--- src/rtl/hp35_word_sequencer.sv ---
// HP-35 style 56-bit word timing: bit-time counter, serial ROM address
// shifter, instruction capture window and ROM bank selection.
module hp35_word_sequencer (
  input  logic       clk,
  input  logic       reset,
  input  logic       run,
  input  logic       addr_load,
  input  logic [7:0] addr_in,
  input  logic       rom_sel_load,
  input  logic [1:0] rom_sel_in,
  input  logic       is_in,
  output logic [5:0] bit_time,
  output logic       sync,
  output logic       ia_out,
  output logic [2:0] rom_en,
  output logic [9:0] instr,
  output logic       instr_valid,
  output logic       word_done
);

  typedef enum logic {IDLE, RUN} state_t;

  state_t      state_q, state_d;
  logic [5:0]  bt_q, bt_d;
  logic [7:0]  addr_q, addr_d;
  logic [7:0]  sh_q, sh_d;
  logic [7:0]  pa_q, pa_d;
  logic        pend_q, pend_d;
  logic [1:0]  rsel_q, rsel_d;
  logic        rpend_q, rpend_d;
  logic [2:0]  rom_q, rom_d;
  logic [9:0]  cap_q, cap_d;
  logic [9:0]  instr_q, instr_d;
  logic        valid_q, valid_d;

  logic        running;
  logic        word_end;
  logic        sync_win;
  logic        ia_win;
  logic [3:0]  cidx;

  assign running  = (state_q == RUN);
  assign word_end = running && (bt_q == 6'd55);
  assign sync_win = running && (bt_q >= 6'd45) && (bt_q <= 6'd54);
  assign ia_win   = running && (bt_q >= 6'd19) && (bt_q <= 6'd26);
  assign cidx     = 4'(bt_q - 6'd45);

  always_comb begin
    state_d = state_q;
    bt_d    = bt_q;
    addr_d  = addr_q;
    sh_d    = sh_q;
    pa_d    = pa_q;
    pend_d  = pend_q;
    rsel_d  = rsel_q;
    rpend_d = rpend_q;
    rom_d   = rom_q;
    cap_d   = cap_q;
    instr_d = instr_q;
    valid_d = 1'b0;

    // Requests latch in any state; a same-cycle load is thus seen below.
    if (addr_load) begin
      pa_d   = addr_in;
      pend_d = 1'b1;
    end
    if (rom_sel_load && (rom_sel_in != 2'd3)) begin
      rsel_d  = rom_sel_in;
      rpend_d = 1'b1;
    end

    unique case (state_q)
      IDLE: begin
        bt_d = 6'd0;
        if (run) state_d = RUN;
      end
      RUN: begin
        if (word_end) begin
          bt_d    = 6'd0;
          valid_d = 1'b1;
          instr_d = cap_q;
          if (!run) state_d = IDLE;
          addr_d  = pend_d ? pa_d : addr_q + 8'd1;
          sh_d    = addr_d;
          pend_d  = 1'b0;
          if (rpend_d) rom_d = 3'b001 << rsel_d;
          rpend_d = 1'b0;
        end else begin
          bt_d = bt_q + 6'd1;
          if (sync_win) cap_d[cidx] = is_in;
          if (ia_win) sh_d = {1'b0, sh_q[7:1]};
        end
      end
      default: state_d = IDLE;
    endcase
  end

  always_ff @(posedge clk or posedge reset) begin
    if (reset) begin
      state_q <= IDLE;
      bt_q    <= 6'd0;
      addr_q  <= 8'd0;
      sh_q    <= 8'd0;
      pa_q    <= 8'd0;
      pend_q  <= 1'b0;
      rsel_q  <= 2'd0;
      rpend_q <= 1'b0;
      rom_q   <= 3'b001;
      cap_q   <= 10'd0;
      instr_q <= 10'd0;
      valid_q <= 1'b0;
    end else begin
      state_q <= state_d;
      bt_q    <= bt_d;
      addr_q  <= addr_d;
      sh_q    <= sh_d;
      pa_q    <= pa_d;
      pend_q  <= pend_d;
      rsel_q  <= rsel_d;
      rpend_q <= rpend_d;
      rom_q   <= rom_d;
      cap_q   <= cap_d;
      instr_q <= instr_d;
      valid_q <= valid_d;
    end
  end

  assign bit_time    = bt_q;
  assign sync        = sync_win;
  assign ia_out      = ia_win & sh_q[0];
  assign rom_en      = rom_q;
  assign instr       = instr_q;
  assign instr_valid = valid_q;
  assign word_done   = valid_q;

endmodule

--- config.mk ---
export PLATFORM = sky130hd
export DESIGN_NAME = hp35_word_sequencer
export DESIGN_NICKNAME = d
export VERILOG_FILES = /design/src/rtl/hp35_word_sequencer.sv
export SDC_FILE = /design/constraint.sdc
export NUM_CORES = 1
export LEC_CHECK = 0
export ABC_CLOCK_PERIOD_IN_PS = 2640
export BUFFER_PORTS_ARGS = -buffer_cell sky130_fd_sc_hd__buf_2
export CORE_MARGIN = 3
export CORE_UTILIZATION = 57
export DETAILED_ROUTE_END_ITERATION = 7
export PLACE_DENSITY = 0.82
export SYNTH_ARGS = -nofsm -noshare
export SYNTH_HDL_FRONTEND = slang
export SYNTH_SLANG_ARGS = --single-unit
export TNS_END_PERCENT = 10
--- constraint.sdc ---
create_clock -name clk -period 2.64 [get_ports clk]
set_input_delay 0.528 -clock clk [delete_from_list [all_inputs] [get_ports clk]]
set_output_delay 0.528 -clock clk [all_outputs]
set_load 0.05 [all_outputs]
==> impl_metrics.yaml <==
yosys:
  avgSynthCellArea_um2: 10.6
  syn_nets: 286
  postSynth.asyncResetShare_pct: 100
  synthCells: 264
  synth_cell_types: 44
  synth_top_cell_by_area: "dfrtp_1"
  synth_top_area_share_pct: 52.0
  ys_top_cells_by_area: "dfrtp_1 (52%), nand2_1 (7.9%), mux2_1 (3.6%), nor2_1 (3.2%), mux2_2 (2.8%)"
  ys_ff_latch: 59
  synth.yosys.seq_area_share_pct: 53.0
  yosys_warnings: 0
  synth_ff_type: "dfrtp_1"
  synth_edf_count: 0
  syn-cell-area_um2: 2790
pwr:
  clkPwrFrac_pct: 41.8
  power.switching_w: 0.000375
  p_comb_share_pct: 3.9
  leakage_nw: 1.62
  p_int_w: 0.00134
  pwr-share-seq_pct: 54.3
  power_density_nw_per_um2: 532
  swShare_pct: 21.9
  ir_drop_mv: 0.373
grt:
  gr-usage-met3_pct: 6.28
  use_met1_pct: 24.8
  grt_pass1_vias: 2056
  grt_pass1_wl_um: 9320
  grt_overflow: 0
  grt_usage_pct: 20.0
  met2_usage_pct: 32.8
  grt_max_degree: 28
  grt_busiest_layer: "met2"
  antenna_found_initial: 0
setup_path:
  path_max_fanout: 8
  arrival_ns: 1.95
  path_class: "reg -> out"
  endpoint_kind: "output port"
  slowest_delay_ns: 0.43
  critPathLaunchType: "flip-flop"
  reg2reg_depth: 7
  cpMaxStageDelayCell: "dfrtp_2"
  path_cells: "inv_1 > ha_1 > nor2b_1 > nor4b_4 > or2_2 > clkbuf_4"
  worstPathRequired_ns: 2.11
place:
  routabilityCongestion: 0.884
  io_buffers: 38
  dp_hpwl_um: 3650
  placed_cells_incl_taps: 361
layout:
  regArea_um2: 1480
  area_growth_pct: 15.3
  layoutNonFillerInstCount: 377
  diodes: 0
  finalNetCount: 329
  multi_input_area_um2: 1220
  fin_util_pct: 70.9
  drive_above_1_share_pct: 26.3
  num-fill-cells: 357
clock_network:
  cts.clk_slew.worst_paths_ns: 0.06
  clk_latency_ns: 0.33
  cts_max_path_buffers: 2
  root_buffer: "clkbuf_8"
  clkSinkCount: 59
  cts-htree-levels: 3
  cts_tree: "yes"
  cts_buffers: 9
  postCtsHoldBufs: 0
floorplanning:
  start_util_pct: 61.5
  core_um2: 4530
  fp.dieH_um: 76.0
  rows: 24
  io_pins: 39
  dieWidth_um: 76.0
  fp.dieArea_um2: 5770
drt:
  post_drt_wl_per_cell_um: 13.7
  drc_errors: 0
  drtIter0Drc: 57
  vias_per_cell: 5.30
  wl_um: 5170
  antenna_left: 0
  dr.pass1.iters: 4
  vias: 1997
timing:
  tightest_slew_ns: 0.436
  slew_headroom_pct: 70.7
  hold_viol: 0
  max_freq_mhz: 404
  fin_crit_sh_pct: 93.7
  layout_min_cycle_time_ns: 2.47
  finalSetupTns_ns: 0
  rsz0062_at_grt: "false"
  slew_violations: 0
  setup_viol: 0
  fin_skew_ns: 0.00809
min_path:
  min_path_type: "in -> async"
flow_run:
  drv_cap: 0
run_status:
  status: "finished clean"
==> cell families (layout without fill, tap and decap cells) <==
family	count (synthesis)	after routing	share of synthesized area, %
AO/OA/AOI/OAI	31	31	8.43
XOR/XNOR	12	12	3.77
adder cells (fa/ha/maj)	6	6	2.69
buffers and inverters	18	66	3.72
flip-flops	59	59	53.0
multiplexers	23	23	8.97
AND/OR/NAND/NOR	115	115	19.5
==> worst paths after layout <==
| path | from | to | slack [ns] |
|---|---|---|---|
| setup / recovery | bit_time[0] | sync | 0.17 |
| hold reg to reg | cap_q[9] | instr[9] | 0.46 |
| max in group asynchronous | reset | bit_time[1] | 1.88 |
| min in group clk | run | running | 0.39 |
| setup reg to reg | bit_time[0] | cap_q[6] | 0.64 |
| hold / removal | reset | pend_q | 0.15 |
==> power by group through the flow <==
stage | Sequential, W | Combinational (W) | Clock, W
6_report | 0.000931 | 0.0000661 | 0.000716
4_1_cts | 0.000931 | 0.0000685 | 0.000737
5_1_grt | 0.000932 | 0.0000761 | 0.000784
2_1_floorplan | 0.000945 | 0.0000438 | 0
3_5_place_dp | 0.000948 | 0.0000683 | 0
3_3_place_gp | 0.000946 | 0.0000659 | 0
==> cell type report <==
class | instances | area share, %
Sequential cell | 59 | 46.1
Multi-Input combinational cell | 187 | 37.8
Timing Repair Buffer | 44 | 7.39
Clock buffer | 13 | 4.94
Tap cell | 65 | 2.53
Inverter | 6 | 0.778
Clock inverter | 3 | 0.467
==> layout by cell type, fill, tap and decap left out, drive strengths merged <==
master,n
mux2i,7
nor4,1
o211a,1
nor4b,1
nor2,24
inv,6
a21o,3
a211o,2
nand4,1
dfrtp,58
clkbuf,14
and3b,1
dfstp,1
ha,6
or3,1
nor3,2
buf,43
a211oi,1
and3,3
nor2b,4
o21ai,9
mux2,16
xnor2,3
a41oi,1
and2,2
o211ai,5
o21bai,2
nand2b,2
o31ai,1
nand2,60
o41ai,2
a21oi,4
clkinv,3
xor2,9
nand3,12
or2,1
==> metal layers <==
layer	routed length (µm)	share of wire, %	up-vias
met5	0	0	-
met4	103	2.0	0
met3	251	4.9	17
met2	2490	48	47
met1	2330	45	955
li1	-	-	978
==> worst max-delay path, delay by kind of cell, from the launching register on <==
family        cells  cell delay [ns]
buf+inv           2             0.32
simple gates      3             0.64
fa+ha+maj         1             0.23
flops             1             0.43
==> state kept, by name (all words and copies together), names as in the netlist <==
name and count:
running 1, addr_q 8, cap_q 10, rom_en 3, instr 10, sh_q 8
instr_valid 1, rpend_q 1, pa_q 8, rsel_q 2, bit_time 6, pend_q 1
==> synth_stat cells (6+ instances only) <==
cell,instances
dfrtp_1,58
xor2_1,9
ha_1,6
nand3_1,12
o21ai_0,8
nor2_1,24
mux2_1,9
mux2_2,7
nand2_1,59
mux2i_1,7
==> through the flow <==
stage	total power [W]	worst slack (ns)	cell area, µm²	hold slack [ns]
6_report	0.00171	0.166	3220	0.148
5_1_grt	0.00179	0.0509	3220	0.150
4_1_cts	0.00174	0.0710	3210	0.147
3_5_place_dp	0.00102	0.365	3030	0.453
3_3_place_gp	0.00101	0.424	3030	0.446
2_1_floorplan	0.000989	0.170	2790	0.432
==> what timing repair did <==
item / CTS / global route
cloned: 0 / 0
resized for setup: 1 / 2
buffers inserted: 0 / 0
pin swaps: 0 / 1
endpoints found under the setup margin: 1 / 2
Power figures use the tool's default switching activity.
